===== src/rtl/axis_sa_pkg.sv =====
// Shared types and constants for the axis_sa systolic array and its output reorder buffer.
package axis_sa_pkg;

    typedef enum logic {EMPTY = 1'b0, FULL = 1'b1} bank_state_e;

    localparam int SA_WX = 4;
    localparam int SA_WK = 4;
    localparam int SA_K  = 2;
    localparam int SA_WY = SA_WX + SA_WK + $clog2(SA_K);

    // Index width that never collapses to zero for single-entry dimensions.
    function automatic int idx_w(input int n);
        return (n > 1) ? $clog2(n) : 1;
    endfunction

endpackage


===== src/rtl/sa_tile_bank.sv =====
// One R x C result tile: column write port, row read port, and a per-column written mask.
module sa_tile_bank
    import axis_sa_pkg::*;
#(
    parameter int R  = 2,
    parameter int C  = 2,
    parameter int WY = 10,
    localparam int CW = idx_w(C),
    localparam int RW = idx_w(R)
) (
    input  logic            clk,
    input  logic            rstn,
    input  logic            clr,
    input  logic            wr_en,
    input  logic [CW-1:0]   wr_col,
    input  logic [R*WY-1:0] wr_data,
    input  logic [RW-1:0]   rd_row,
    output logic [C*WY-1:0] rd_data
);

    logic [C-1:0][R-1:0][WY-1:0] mem_q, mem_d;
    logic [C-1:0]                mask_q, mask_d;

    always_comb begin
        mem_d  = mem_q;
        mask_d = mask_q;
        if (clr) mask_d = '0;
        if (wr_en) begin
            mem_d[wr_col]  = wr_data;
            mask_d[wr_col] = 1'b1;
        end
    end

    // Tile data needs no reset: the mask hides anything not written this tile.
    always_ff @(posedge clk) begin
        mem_q <= mem_d;
    end

    always_ff @(posedge clk or negedge rstn) begin
        if (!rstn) mask_q <= '0;
        else       mask_q <= mask_d;
    end

    always_comb begin
        rd_data = '0;
        for (int c = 0; c < C; c++) begin
            if (mask_q[c]) rd_data[c*WY +: WY] = mem_q[c][rd_row];
        end
    end

endmodule


===== src/rtl/axis_sa_col2row.sv =====
// Ping-pong reorder buffer: accepts axis_sa column beats (last column first), emits row-major beats.
module axis_sa_col2row
    import axis_sa_pkg::*;
#(
    parameter int R  = 2,
    parameter int C  = 2,
    parameter int WY = 10
) (
    input  logic            clk,
    input  logic            rstn,
    input  logic            s_valid,
    output logic            s_ready,
    input  logic [R*WY-1:0] s_data,
    input  logic            s_last,
    output logic            m_valid,
    input  logic            m_ready,
    output logic [C*WY-1:0] m_data,
    output logic            m_last,
    output logic            err
);

    localparam int CW = idx_w(C);
    localparam int RW = idx_w(R);

    bank_state_e   state_q [2];
    bank_state_e   state_d [2];
    logic          wb_q, wb_d, rb_q, rb_d, err_q, err_d;
    logic [CW-1:0] ic_q, ic_d;
    logic [RW-1:0] orow_q, orow_d;
    logic          s_hs, m_hs, col_end, row_end, close, drain;
    logic [1:0][C*WY-1:0] rd_data;

    assign s_ready = (state_q[wb_q] == EMPTY);
    assign m_valid = (state_q[rb_q] == FULL);
    assign col_end = (ic_q == CW'(C - 1));
    assign row_end = (orow_q == RW'(R - 1));
    assign s_hs    = s_valid && s_ready;
    assign m_hs    = m_valid && m_ready;
    // A tile closes on s_last or on its C-th beat, whichever comes first.
    assign close   = s_hs && (s_last || col_end);
    assign drain   = m_hs && row_end;
    assign m_last  = m_valid && row_end;
    assign m_data  = rd_data[rb_q];
    assign err     = err_q;

    always_comb begin
        state_d = state_q;
        wb_d    = wb_q;
        rb_d    = rb_q;
        ic_d    = ic_q;
        orow_d  = orow_q;
        err_d   = s_hs && (s_last != col_end);
        if (close) begin
            state_d[wb_q] = FULL;
            wb_d          = ~wb_q;
            ic_d          = '0;
        end else if (s_hs) begin
            ic_d = ic_q + 1'b1;
        end
        // Filling and draining banks always differ, so both updates apply together.
        if (drain) begin
            state_d[rb_q] = EMPTY;
            rb_d          = ~rb_q;
            orow_d        = '0;
        end else if (m_hs) begin
            orow_d = orow_q + 1'b1;
        end
    end

    always_ff @(posedge clk or negedge rstn) begin
        if (!rstn) begin
            state_q <= '{default: EMPTY};
            wb_q    <= 1'b0;
            rb_q    <= 1'b0;
            ic_q    <= '0;
            orow_q  <= '0;
            err_q   <= 1'b0;
        end else begin
            state_q <= state_d;
            wb_q    <= wb_d;
            rb_q    <= rb_d;
            ic_q    <= ic_d;
            orow_q  <= orow_d;
            err_q   <= err_d;
        end
    end

    for (genvar b = 0; b < 2; b++) begin : g_bank
        sa_tile_bank #(.R(R), .C(C), .WY(WY)) u_bank (
            .clk     (clk),
            .rstn    (rstn),
            .clr     (drain && (rb_q == 1'(b))),
            .wr_en   (s_hs && (wb_q == 1'(b))),
            .wr_col  (CW'(C - 1) - ic_q),
            .wr_data (s_data),
            .rd_row  (orow_q),
            .rd_data (rd_data[b])
        );
    end

endmodule


===== config.mk =====
export PLATFORM = sky130hd
export DESIGN_NAME = axis_sa_col2row
export DESIGN_NICKNAME = d
export VERILOG_FILES = /design/src/rtl/axis_sa_pkg.sv /design/src/rtl/sa_tile_bank.sv /design/src/rtl/axis_sa_col2row.sv
export SDC_FILE = /design/constraint.sdc
export NUM_CORES = 1
export LEC_CHECK = 0
export ABC_AREA = 0
export CAP_MARGIN = 20
export CORE_ASPECT_RATIO = 0.5
export CORE_UTILIZATION = 28
export CTS_BUF_LIST = sky130_fd_sc_hd__clkbuf_4
export CTS_CLUSTER_DIAMETER = 200
export DETAILED_ROUTE_END_ITERATION = 8
export GPL_ROUTABILITY_DRIVEN = 1
export SKIP_CTS_REPAIR_TIMING = 1
export SLEW_MARGIN = 20
export SYNTH_ARGS = -nofsm -noshare
export SYNTH_HDL_FRONTEND = slang
export SYNTH_SLANG_ARGS = --single-unit

===== constraint.sdc =====
create_clock -name clk -period 2.5 [get_ports clk]
set_input_delay 0.5 -clock clk [delete_from_list [all_inputs] [get_ports clk]]
set_output_delay 0.5 -clock clk [all_outputs]
set_load 0.005 [all_outputs]

Word level (Yosys, flattened, before mapping)
Index checks and enable logic that the tools add are counted.
- add/subtract/negate cells: 3
- magnitude comparators: 8
- equal/unequal tests: 1
- multiplexer cells: 40
- bitwise operators: 10
- reductions and logical operators: 16
- operators by type and width (cell ; number):
    $mux W10 ; 12
    $bwmux W40 ; 2
    $mux W20 ; 3
    $demux W20 S1 ; 1
    $logic_and A1 B1 Y1 ; 13
    $mux W1 ; 13
    $mux W2 ; 6
    $lt A1 B2 Y1 const B ; 3
    $or A2 B2 Y2 ; 3
    $ge A2 B2 Y1 const B ; 2
    $lt A2 B1 Y1 const B ; 2
    $not A1 Y2 ; 2
    $reduce_bool A2 Y1 ; 2
    $demux W1 S1 ; 3
    $not A1 Y1 ; 3
    $add A1 B1 Y1 const B ; 2
    $and A2 B2 Y2 ; 1
    $not A2 Y2 ; 1
    $ge A1 B1 Y1 const B ; 1
    $logic_or A1 B1 Y1 ; 1
    $ne A1 B1 Y1 ; 1
    $sub A1 B1 Y1 const A ; 1
- register bits: 91
- output and inout bits: 24
- logic and storage cells: 95

Depth between registers and ports, before layout
- depth in word-level cells: 10
- mapped depth: 5

Hierarchy
From an unflattened synthesis, not the netlist that was laid out.
- cells, all modules: 240
- area total of the unflattened synthesis: 3817.4 µm²
- modules (own cells, without submodules) (module ; times used ; cells an instance ; area an instance (µm²) ; sequential area each (µm²)):
    sa_tile_bank ; 2 ; 91 ; 1612.8 ; 1251.2
    axis_sa_col2row ; 1 ; 58 ; 591.8 ; 175.2

Least setup slack after synthesis
Ideal clock, no wire load.
- kind: input to register
- start: in s_valid
- end: reg g_bank[0].u_bank.mem_q[0] in the netlist's numbering, enable pin
- library setup time: 0.425 ns
- arrival time: 1.999 ns
- required time: 2.075 ns
- slack: 0.076 ns
- stages on the path: 2
- buffers on the path: 0
- cell sequence: nand2_1 > nor3_1
- word-level cells in the longest chain between the ends: 2
- RTL lines (what ; RTL line ; text):
    start: declaration ; axis_sa_col2row.sv:11 ; input logic s_valid,
    $logic_and A1 B1 Y1 ; axis_sa_col2row.sv:37 ; assign s_hs = s_valid && s_ready;
    $logic_and A1 B1 Y1 ; axis_sa_col2row.sv:93 ; .wr_en (s_hs && (wb_q == 1'(b))),
    end signal: assignment ; sa_tile_bank.sv:36 ; mem_q <= mem_d;
    end: declaration ; sa_tile_bank.sv:21 ; logic [C-1:0][R-1:0][WY-1:0] mem_q, mem_d;
Every way passes these cells.
A chain may end at the register's enable or synchronous reset.

Final worst setup path
- start: reg orow_q
- end: out m_data[8]
- word-level cells in the longest chain between the ends: 5
- elaborated cells on any way between the ends: 8
- those cells by class: mux (8)
- RTL lines (what ; RTL line ; text):
    start: declaration ; axis_sa_col2row.sv:29 ; logic [RW-1:0] orow_q, orow_d;
    start signal: assignment ; axis_sa_col2row.sv:83 ; orow_q <= orow_d;
    $mux W10 (not written as such) (2 in series) ; sa_tile_bank.sv:47 ; if (mask_q[c]) rd_data[c*WY +: WY] = mem_q[c][rd_row];
    $mux W10 ; sa_tile_bank.sv:47 ;
    $mux W20 (not written as such) * (2 in series) ; axis_sa_col2row.sv:43 ; assign m_data = rd_data[rb_q];
    end: declaration ; axis_sa_col2row.sv:17 ; output logic [C*WY-1:0] m_data,
Every way passes the cells marked *; elsewhere a longest branch is shown, timed or not. The select of a mux whose other input is x is not followed.

==> results.md <==
- CTS tree: yes
- Global-route wire length before repair: approximately 10,000 um
- Post-DP HPWL: 4440 um
- Critical Path AT: roughly 2 ns
- Max_cap viols: 0
- Initial Util: approximately 29%
- Top cells by count, synth: edfxtp_1, mux2i_1, o22ai_1
- CORE AREA: approximately 13,000 sq um
- Setup TNS: 0 ns
- Worst Skew: between 0.009 and 0.01 ns
- Remaining antenna violation count: 0
- Gr usage total: a little over a tenth
- Util after Layout: 36.1%
- Area growth syn-to-layout: 25.5%
- Remaining Overflow, GRT: 0
- Worst Path Max Fanout: 23
- IO Pins: between 40 and 50
- Pwr dens: about 980 nW/um^2
- Critical Path RT: 2.00 ns
- Worst setup SP type: register
- Share of the synthesized area in the top cell type: 65.9%
- Final Setup Violations: 0
- WL per Instance: 16.1 um
- WL final: ~7000 um
- Die Width: roughly 160 um
- Post-synthesis sequential area ratio: 73.5%
- Pre-antenna DRT Iters: 5
- FF-to-FF End: g_bank[1].u_bank.mem_q[20]
- Final Cycle Share: roughly 100%
- Longest Clk Path Bufs: 2
- Seq cells post-synth: 91
- R2R Setup Slk: 0.90 ns
- Vias in the first global route: 1,938
- Reg2Reg Depth: 3
- Final Hold Viols: 0
- Post-synth ARST share: between 10 and 15%
- CTS buffer count: 9
- Initial DRC count: between 100 and 150
- Post-synth EDFFs: 80
- DR vias: approximately 2,000
- Yosys warns: 0
- Top-count cell post-synth: edfxtp_1
- Share of cells above drive strength 1: between 15 and 20%
- DRC: 0
- CTS H-tree depth: 3
- WHS: slightly above 0.4 ns
- Core Rows: 29
- VDD IR-drop max: between 300 and 400 uV
- Clock-pin slew on the worst setup and hold paths: 0.13 ns
- Fmax: approximately 400 MHz
- Initial antenna violation count: 0
- Nets: roughly 290
- Syn Nets: approximately 230
- Ys flop type: edfxtp_1
- Min cycle time layout: 2.50 ns
- Mapped Cells: just over 200
- Worst slew pin tran: approximately 0.54 ns
- CP startpoint: orow_q
- Root buffer cell: clkbuf_4
- CP endpoint: m_data[8]
- FF-to-FF Start: wb_q
- Die height: ~83 um
- Vias per inst: roughly 4.5
- Yosys top cell by area: edfxtp_1
- RePlAce Congestion: a little over 0.7
- Top cells by area, synth: edfxtp_1, mux2i_1, dfrtp_1, o22ai_1, buf_12
- CP endpoint kind: output port
- Die area: roughly 14,000 sq um
- Non-Filler Instances: approximately 440
- Run status: complete, no violations
- Largest net degree at the start of global routing: 46
- Kind of critical path: register to output port
- Unrepaired setup endpoints after global routing: true
- Inst Count DP: about 420
- Power Total: 0.00449 W
- Synth Area per Inst: between 15 and 20 sq um
- Diodes inserted: 0
- Port Buffers: 48
- Later-pin clock latency in the skew report: roughly 0.42 ns
- Slew Limit Fails: 0
- Clock Sinks: between 90 and 100
- Hold Path Class: input pin to asynchronous set/reset pin
- Yosys cell types: 39
- Cell area after synthesis: approximately 3600 sq um
- Leak: roughly 1.9 nW
- Slew headroom: 64.1%
per-layer routing:
layer | up-vias | global-route usage [%] | wire length [um]
li1 | 933 | - | -
met1 | 981 | 11.1 | 2910
met2 | 36 | 19.6 | 3710
met3 | 8 | 4.10 | 303
met4 | 0 | 2.52 | 76
met5 | - | 0 | 0
final cells by class:
class                   instances  area, sq um
inverters                       2         7.51
clock inverters                 6         90.1
fillers                      1165         8090
clock buffers                   9         67.6
multi-input cells             100          882
flip-flops and latches         91         2680
well taps                     170          213
repair buffers                 58          634
power breakdown:
part	switching [W]	total (W)	leakage (nW)	internal, W
Combinational	0.000745	0.00159	0.948	0.000843
Sequential	0.000160	0.00203	0.855	0.00187
Clock	0.000462	0.000866	0.0824	0.000404
Total	0.00137	0.00449	1.89	0.00312
worst min path at each step:
stage                                     from                          to  cells after the start
floorplan                                 rstn                     col_end                      0
global placement    g_bank[0].u_bank.mask_q[0]  g_bank[0].u_bank.mask_q[0]                      1
detailed placement  g_bank[0].u_bank.mask_q[0]  g_bank[0].u_bank.mask_q[0]                      1
CTS                                       rstn                         err                      1
global route                              rstn                         err                      1
finish                                    rstn                         err                      1
kinds of logic after synthesis:
group	Yosys count	share of synthesized area, %
XOR/XNOR	1	0.446
adder cells (fa/ha/maj)	1	0.343
AO/OA/AOI/OAI	35	6.42
buffers and inverters	12	3.54
multiplexers	38	10.9
flip-flops	91	73.5
AND/OR/NAND/NOR	25	4.87
flip-flops by register name, indices dropped and copies added, names as in the netlist:
name	flops
g_bank.u_bank.mem_q	80
g_bank.u_bank.mask_q	4
state_q	2
col_end	1
err	1
orow_q	1
rb_q	1
wb_q	1
placed cells by master (no fill, tap or decap), types with 3 or more instances in the layout:
master / synthesis / final
clkdlybuf4s50_1: 0 / 30
a21oi_1: 3 / 3
nor2_1: 3 / 3
dlymetal6s2s_1: 0 / 18
clkbuf_4: 0 / 9
dfrtp_1: 11 / 9
a21o_1: 4 / 4
mux2i_1: 36 / 36
and3_1: 3 / 3
o22ai_1: 18 / 18
edfxtp_1: 80 / 80
buf_4: 1 / 7
through the flow:
step           setup slack, ns  cell area (sq um)
2_1_floorplan           0.0765               3640
3_3_place_gp             0.395               4310
3_5_place_dp             0.373               4310
4_1_cts                 -0.106               4470
5_1_grt                -0.0602               4570
6_report               0.00243               4570
worst max-delay path, cell delays in order (launching register included):
cell and delay (ns):
dfrtp_2 0.48, buf_12 0.19, mux2i_1 0.16, o22ai_1 0.19, clkdlybuf4s50_1 0.54
No activity file was read; power rests on OpenSTA's default activity.
